<file path="config.mk">
export PLATFORM = sky130hd
export DESIGN_NAME = muldiv_ctrl
export DESIGN_NICKNAME = d
export VERILOG_FILES = /design/src/rtl/muldiv_ctrl.sv
export SDC_FILE = /design/constraint.sdc
export NUM_CORES = 1
export LEC_CHECK = 0
export CORE_ASPECT_RATIO = 0.6
export CORE_MARGIN = 1.5
export CORE_UTILIZATION = 45
export CTS_CLUSTER_DIAMETER = 150
export DETAILED_ROUTE_END_ITERATION = 6
export PLACE_DENSITY = 0.74
export SLEW_MARGIN = 15
export SYNTH_ARGS = -nofsm -noshare
export SYNTH_HDL_FRONTEND = slang
export SYNTH_SLANG_ARGS = --single-unit
</file>
<file path="constraint.sdc">
create_clock -name clk -period 3.1 [get_ports clk]
set_clock_uncertainty 0.1 [all_clocks]
set_input_delay 0.62 -clock clk [delete_from_list [all_inputs] [get_ports clk]]
set_output_delay 0.62 -clock clk [all_outputs]
set_load 0.005 [all_outputs]
</file>
<file path="src/rtl/muldiv_ctrl.sv">
// RV32M sequencer: drives a shared multiplier and runs an
// internal restoring divider, then writes back through MEM/WB.
module muldiv_ctrl #(
  parameter int MULT_LAT = 2
) (
  input  logic        clk,
  input  logic        rst,
  input  logic        req_valid,
  input  logic [2:0]  req_funct3,
  input  logic [31:0] req_rs1,
  input  logic [31:0] req_rs2,
  input  logic [4:0]  req_rd_addr,
  input  logic        flush,
  output logic        stall,
  output logic        busy,
  output logic        mult_start,
  output logic [1:0]  mult_type,
  output logic [31:0] mult_a,
  output logic [31:0] mult_b,
  input  logic [31:0] mult_result,
  output logic        wb_we,
  output logic [4:0]  wb_addr,
  output logic [31:0] wb_data
);

  typedef enum logic [2:0] {
    IDLE, MUL_WAIT, DIV_RUN, DIV_FIX, DONE
  } state_t;

  state_t state, state_nx;

  logic [5:0]  cnt;
  logic [2:0]  f3;
  logic [4:0]  rd;
  logic [31:0] quo, rem, dvs, res;
  logic        neg_q, neg_r;

  logic        accept, is_div, sgn_in;
  logic        dz, ovf, fast;
  logic [31:0] fast_res, abs_a, abs_b;
  logic [32:0] sh, diff;

  assign accept = (state == IDLE) & req_valid & ~flush;
  assign is_div = req_funct3[2];
  assign sgn_in = ~req_funct3[0];
  assign dz     = (req_rs2 == 32'd0);
  assign ovf    = sgn_in & (req_rs1 == 32'h8000_0000)
                & (req_rs2 == 32'hFFFF_FFFF);
  assign fast   = is_div & (dz | ovf);

  always_comb begin
    fast_res = 32'd0;
    if (dz)
      fast_res = req_funct3[1] ? req_rs1 : 32'hFFFF_FFFF;
    else if (ovf)
      fast_res = req_funct3[1] ? 32'd0 : 32'h8000_0000;
  end

  assign abs_a = (sgn_in & req_rs1[31]) ? (~req_rs1 + 32'd1) : req_rs1;
  assign abs_b = (sgn_in & req_rs2[31]) ? (~req_rs2 + 32'd1) : req_rs2;

  // One restoring step: shift in next dividend bit, trial subtract
  assign sh   = {rem, quo[31]};
  assign diff = sh - {1'b0, dvs};

  always_ff @(posedge clk) begin
    if (!rst) state <= IDLE;
    else      state <= state_nx;
  end

  always_comb begin
    state_nx = state;
    unique case (state)
      IDLE: if (accept)
              state_nx = !is_div ? MUL_WAIT : (fast ? DONE : DIV_RUN);
      MUL_WAIT: if (cnt == 6'(MULT_LAT)) state_nx = DONE;
      DIV_RUN:  if (cnt == 6'd31) state_nx = DIV_FIX;
      DIV_FIX:  state_nx = DONE;
      DONE:     state_nx = IDLE;
      default:  state_nx = IDLE;
    endcase
    if (flush) state_nx = IDLE;
  end

  always_ff @(posedge clk) begin
    if (!rst) begin
      cnt        <= 6'd0;
      f3         <= 3'd0;
      rd         <= 5'd0;
      quo        <= 32'd0;
      rem        <= 32'd0;
      dvs        <= 32'd0;
      res        <= 32'd0;
      neg_q      <= 1'b0;
      neg_r      <= 1'b0;
      mult_start <= 1'b0;
      mult_type  <= 2'd0;
      mult_a     <= 32'd0;
      mult_b     <= 32'd0;
    end else begin
      mult_start <= 1'b0;
      if (flush) begin
        cnt <= 6'd0;
      end else begin
        unique case (state)
          IDLE: if (accept) begin
            f3  <= req_funct3;
            rd  <= req_rd_addr;
            cnt <= 6'd0;
            if (!is_div) begin
              mult_start <= 1'b1;
              mult_type  <= req_funct3[1:0];
              mult_a     <= req_rs1;
              mult_b     <= req_rs2;
            end else begin
              res   <= fast_res;
              quo   <= abs_a;
              rem   <= 32'd0;
              dvs   <= abs_b;
              neg_q <= sgn_in & (req_rs1[31] ^ req_rs2[31]);
              neg_r <= sgn_in & req_rs1[31];
            end
          end
          MUL_WAIT: begin
            cnt <= cnt + 6'd1;
            if (cnt == 6'(MULT_LAT)) res <= mult_result;
          end
          DIV_RUN: begin
            cnt <= cnt + 6'd1;
            quo <= {quo[30:0], ~diff[32]};
            rem <= diff[32] ? sh[31:0] : diff[31:0];
          end
          DIV_FIX: begin
            cnt <= 6'd0;
            if (f3[1]) res <= neg_r ? (~rem + 32'd1) : rem;
            else       res <= neg_q ? (~quo + 32'd1) : quo;
          end
          DONE:    cnt <= 6'd0;
          default: cnt <= 6'd0;
        endcase
      end
    end
  end

  assign busy  = (state != IDLE);
  assign stall = rst & (((state == IDLE) & req_valid & ~flush)
               | (state == MUL_WAIT) | (state == DIV_RUN)
               | (state == DIV_FIX));

  assign wb_we   = (state == DONE) & (rd != 5'd0) & ~flush & rst;
  assign wb_addr = (state == DONE) ? rd : 5'd0;
  assign wb_data = wb_we ? res : 32'd0;

endmodule

</file>
==> results of run 1 <==
[routing by layer]
metal  GRT usage (%)  vias to the layer above  share of wire, %
li1                -                     7181                 -
met1            49.0                     7255                45
met2            43.1                      944                38
met3            14.2                       71                15
met4            6.92                        0               1.6
met5               0                        -                 0
[layout make-up]
class / instances / area [sq um] / share of cell area (%)
Multi-Input combinational cell: 1425 / 9130 / 47.1
Antenna cell: 1 / 2.50 / 0.0129
Sequential cell: 212 / 4260 / 22.0
Inverter: 56 / 210 / 1.09
Tap cell: 408 / 510 / 2.64
Timing Repair Buffer: 480 / 4480 / 23.2
Clock inverter: 5 / 86.3 / 0.446
Clock buffer: 34 / 686 / 3.54
[power by group through the flow]
| stage | registers, mW | clock network [mW] | logic, mW |
|---|---|---|---|
| detailed placement | 2.98 | 0 | 1.66 |
| finish | 2.93 | 2.87 | 1.96 |
| global route | 2.94 | 2.99 | 2.07 |
| global placement | 2.98 | 0 | 1.64 |
| CTS | 2.92 | 2.89 | 1.81 |
| floorplan | 2.96 | 0 | 0.878 |
[metrics by stage]
step | utilization [%] | worst slack (ns) | hold slack [ns]
6_report | 65.0 | -0.214 | 0.364
5_1_grt | 65.0 | -0.352 | 0.391
4_1_cts | 63.4 | -0.149 | 0.369
3_5_place_dp | 59.5 | -0.346 | 0.359
3_3_place_gp | 59.5 | -0.294 | 0.353
2_1_floorplan | - | -0.0118 | 0.341
[timing repair]
| action | in CTS | in global routing |
|---|---|---|
| buffers inserted | 10 | 11 |
| pin swaps | 6 | 27 |
| gates cloned | 6 | 4 |
| resized for setup | 53 | 107 |
| endpoints found under the setup margin | 76 | 57 |
[sequential cells by signal, summed over array words and instances, names as in the netlist]
register,count
cnt,6
dvs,32
f3,1
mult_a,32
mult_b,32
mult_start,1
mult_type,2
neg_q,1
neg_r,1
quo,32
rd,5
rem,32
res,32
state,3
[worst max path at each step]
stage,from,endpoint,slack [ns],cells after the start
3_3_place_gp,req_rs2[0],dvs[23]$_SDFFE_PN0P_,-0.29,13
3_5_place_dp,req_rs2[0],dvs[23]$_SDFFE_PN0P_,-0.35,13
4_1_cts,rem[2]$_SDFFE_PN0P_,res[28]$_SDFFE_PN0P_,-0.15,10
6_report,rem[2]$_SDFFE_PN0P_,rem[0]$_SDFFE_PN0P_,-0.21,14
5_1_grt,rem[2]$_SDFFE_PN0P_,rem[19]$_SDFFE_PN0P_,-0.35,15
2_1_floorplan,rem[2]$_SDFFE_PN0P_,res[28]$_SDFFE_PN0P_,-0.01,11
[cell usage in the layout, fill, tap and decap left out, drive strengths merged, types with 49 or more instances in the layout]
| cell | n |
|---|---|
| nand2 | 299 |
| buf | 263 |
| dfxtp | 212 |
| clkdlybuf4s50 | 180 |
| o21ai | 177 |
| a21oi | 132 |
| nor2 | 98 |
| xnor2 | 80 |
| a21boi | 70 |
| xor2 | 68 |
| inv | 56 |
| and2 | 49 |
[kinds of logic (layout without fill, tap and decap cells)]
logic type / Yosys count / count (layout) / share of synthesized area (%)
fa+ha+maj: 40 / 40 / 3.74
flops: 212 / 212 / 31.2
compound gates: 591 / 591 / 27.6
xor+xnor: 148 / 148 / 9.54
other cells: 0 / 1 / 0
mux: 14 / 14 / 1.05
simple gates: 632 / 632 / 21.8
buf+inv: 177 / 575 / 4.94
[critical path, cell delays in order, from the launching register on]
cell and delay, ns:
dfxtp_4 0.36, buf_4 0.15, ha_4 0.24, o211ai_1 0.28
a21oi_4 0.08, o31ai_4 0.23, o211ai_1 0.19, a221oi_2 0.40
o221a_4 0.32, xor2_4 0.17, buf_12 0.16, buf_12 0.11
buf_16 0.12, nand2_1 0.06, a32o_1 0.24
==> out/results.ini, run 1 <==
[status]
status=finished with violations
violations=negative setup slack

[drt]
ant_nets=0
vias=15500
drt_iter0_markers=1901
drc_errors=0
firstDrtPassIters=6
vias_per_cell=5.90
wl_um=54800
wl_per_cell_um=20.9

[layout]
final_cells=2621
design_area_sq_mm=0.0194
area_growth_pct=42.5
nets=2345
drive_above_1_share_pct=17.6
n_fill_cell=2479

[global_route]
antenna_found_initial=0
grt_usage_pct=33.1
grt_pass1_vias=14000
grt_pass1_wl_um=79700
grt_overflow=0
grt_start_max_net_pins=94

[yosys]
yosysSeqAreaShare_pct=31.2
async_flop_share_pct=0
syn_avg_cell_area_sq_um=7.49
synth_nets=1962
ys_top_cells_by_count=nand2_1 (299), dfxtp_1 (212), o21ai_0 (176), a21oi_1 (132), clkbuf_1 (106)
yosysWarnings=0
ys_ff_latch=212
ys_types=58
syn_area_sq_mm=0.0136
yosys.area.top_type=dfxtp_1
yosysMostFrequentCell=nand2_1
synth_edf_count=0
postSynthCellCount=1814
synth.area.top_cells=dfxtp_1 (31%), nand2_1 (8.3%), o21ai_0 (6.5%)
synth_top_area_share_pct=31.2
ys.flop_type=dfxtp_1

[flow_run]
maxCapViolCount=0

[power]
pwr-share-comb_pct=25.2
total_power_mw=7.76
p_clk_share_pct=37.0
swShare_pct=29.7
p_int_mw=5.45
leakage_nw=8.24
seqPwrFrac_pct=37.8
p_sw_mw=2.30
powerDensity_mw_per_mm2=401
ir_drop_uv=351

[setup_path]
end_kind=flop
worstReg2RegEnd=rem[0]$_SDFFE_PN0P_
cp.arrival_ns=3.63
crit_type=flop to flop
cp_max_fo=8
r2r_slack_ns=-0.21
required_ns=3.42
worstReg2RegStart=rem[2]$_SDFFE_PN0P_
rr_worst_depth=14
start_kind=flop

[floorplanning]
die-area_sq_mm=0.0313
num_io_pins=215
die_w_um=227
core_area_sq_mm=0.0298
initial_core_util_pct=45.6
die_h_um=138
rows=49

[clock_network]
numClockSinks=212
clk_latency_ns=0.53
cts_root_buf=clkbuf_16
cts_made_buffers=22
postCtsHoldBufs=0
h-tree-depth=1
clk_pin_slew_ns=0.06
cts_tree=yes
clockBufferDepth=3

[sta]
finalCritPeriodShare_pct=107
final.setup.worst_slack_ns=-0.214
timing.fmax_ghz=0.302
slew_headroom_pct=37.7
drv_slew=0
tns_ns=-4.87
hold_viol_final=0
worst_pin_slew_ns=0.934
setup_viol=44
post-route-min-period_ns=3.31
rsz0062_at_grt=true

[min_path]
min_from=mult_b[1]$_SDFFE_PN0P_
hp-class=flop to flop
worstHoldPathCells=2
whs_endpoint=mult_b[1]$_SDFFE_PN0P_

[place]
place.gp.congestion=0.976
placed_cells=2553
dpl_cell_area_sq_mm=0.0177
port_buffers=214
hpwl_um=39700

Note: power is estimated with default switching activity, not from simulation.
==> inputs of run 2 (changes only) <==
--- a/config.mk
+++ b/config.mk
@@ -10,7 +10,9 @@
 export CORE_UTILIZATION = 45
 export CTS_CLUSTER_DIAMETER = 150
 export DETAILED_ROUTE_END_ITERATION = 6
+export MAX_ROUTING_LAYER = met4
 export PLACE_DENSITY = 0.74
+export RECOVER_POWER = 100
 export SLEW_MARGIN = 15
 export SYNTH_ARGS = -nofsm -noshare
 export SYNTH_HDL_FRONTEND = slang
==> out/results.ini, run 2 (synthesized netlist as in run 1, its figures left out) <==
[status]
status=finished with violations
violations=negative setup slack

[setup_path]
cp.arrival_ns=3.59
cp_max_fo=8
critical_path.top_delay_family=compound AO/OA/AOI/OAI gates
slowest_stage=dfxtp_1
slowest_delay_ns=0.31
crit_type=flop to flop
end_kind=flop
cp_cell_sequence=inv_1 -> ha_4 -> a21o_1 -> a21o_1 -> a21oi_1 -> o21ai_0 -> o21ai_0 -> o221a_2 -> buf_6 -> xor2_4 -> buf_6 -> buf_16 -> nand2_2 -> a32o_1
crit_buf_inv=4
start_kind=flop
required_ns=3.42

[floorplanning]
initial_core_util_pct=45.6
die-area_sq_mm=0.0313
num_io_pins=215
die_h_um=138
die_w_um=227
core_area_sq_mm=0.0298
rows=49

[clock_network]
cts_tree=yes
numClockSinks=212
h-tree-depth=1
cts_made_buffers=23
postCtsHoldBufs=0
clk_pin_slew_ns=0.06
cts_root_buf=clkbuf_16
clockBufferDepth=3
clk_latency_ns=0.55

[drt]
ant_nets=0
drt_iter0_markers=1809
firstDrtPassIters=6
wl_per_cell_um=20.6
vias=15300
vias_per_cell=5.86
drc_errors=0
wl_um=53900

[power]
leakage_nw=8.31
total_power_mw=7.57
powerDensity_mw_per_mm2=396
ir_drop_uv=427

[global_route]
grt_pass1_vias=14000
grt_pass1_wl_um=80300
grt_usage_pct=34.3
antenna_found_initial=1
grt_overflow=0
grt_start_max_net_pins=175

[sta]
drv_slew=0
post-route-min-period_ns=3.27
slew_headroom_pct=19.0
worst_pin_slew_ns=1.21
hold_viol_final=0
setup_viol=51
finalCritPeriodShare_pct=106
tns_ns=-3.03
rsz0062_at_grt=true
timing.fmax_ghz=0.305
final.setup.worst_slack_ns=-0.174

[layout]
final_common_cell=nand2_1
nets=2340
postLayoutCoreUtil_pct=64.1
design_area_sq_mm=0.0191
layout_common_cells=nand2_1 (296), buf_4 (227), dfxtp_1 (203), o21ai_0 (146), a21oi_1 (119)
area_growth_pct=40.5
drive_above_1_share_pct=17.2
n_fill_cell=2561

[min_path]
hp-class=flop to flop

[place]
port_buffers=214
place.gp.congestion=0.987
hpwl_um=39500
dpl_cell_area_sq_mm=0.0177
pre_cts_slack_ns=-0.316

[flow_run]
maxCapViolCount=0

==> run 2: where the power goes <==
| part | leakage, nW | total, mW | switching (mW) | internal (mW) |
|---|---|---|---|---|
| Sequential | 1.73 | 2.93 | 0.0928 | 2.84 |
| Clock | 0.353 | 2.70 | 1.21 | 1.49 |
| Combinational | 6.23 | 1.94 | 1.03 | 0.905 |
==> run 2: what timing repair did <==
item / CTS / global route
endpoints found under the setup margin: 75 / 54
buffers inserted: 15 / 8
resized for setup: 99 / 71
gates cloned: 6 / 0
pin swaps: 25 / 35
==> run 2: area by class of cell <==
type	instances	area, sq um	share of cell area, %
multi-input combinational	1425	9150	47.9
timing repair buffer	474	4260	22.3
sequential	212	4260	22.3
clock buffer	29	618	3.24
tap	408	510	2.67
inverter	56	210	1.10
clock inverter	10	82.6	0.433
antenna	1	2.50	0.0131
==> run 2: worst paths after layout <==
check | start | end | slack, ns | cells past startpoint
setup / recovery | dvs[25]$_SDFFE_PN0P_ | rem[1]$_SDFFE_PN0P_ | -0.17 | 14
hold / removal | mult_a[23]$_SDFFE_PN0P_ | mult_a[23]$_SDFFE_PN0P_ | 0.36 | 2
setup reg to reg | dvs[25]$_SDFFE_PN0P_ | rem[1]$_SDFFE_PN0P_ | -0.17 | 14
hold reg to reg | mult_a[23]$_SDFFE_PN0P_ | mult_a[23]$_SDFFE_PN0P_ | 0.36 | 2
==> run 2: metal layers <==
layer  track usage (%)  vias to the layer above  wire length [um]
li1                  -                     7149                 -
met1              51.7                     7261             25500
met2              44.3                      855             21000
met3              10.1                       62              6740
met4              5.19                        0               686
met5                 -                        -                 0
==> run 2: stage by stage <==
| step | hold WS, ns | cells |
|---|---|---|
| after floorplan | 0.341 | 1814 |
| after global placement | 0.351 | 2549 |
| after detailed placement | 0.359 | 2549 |
| after CTS | 0.366 | 2609 |
| after global routing | 0.391 | 2614 |
| final | 0.359 | 2615 |
==> run 2: worst min-delay path: stages, from the launching register on <==
cell and delay (ns):
dfxtp_1 0.30, nand2_1 0.04, a21boi_0 0.06
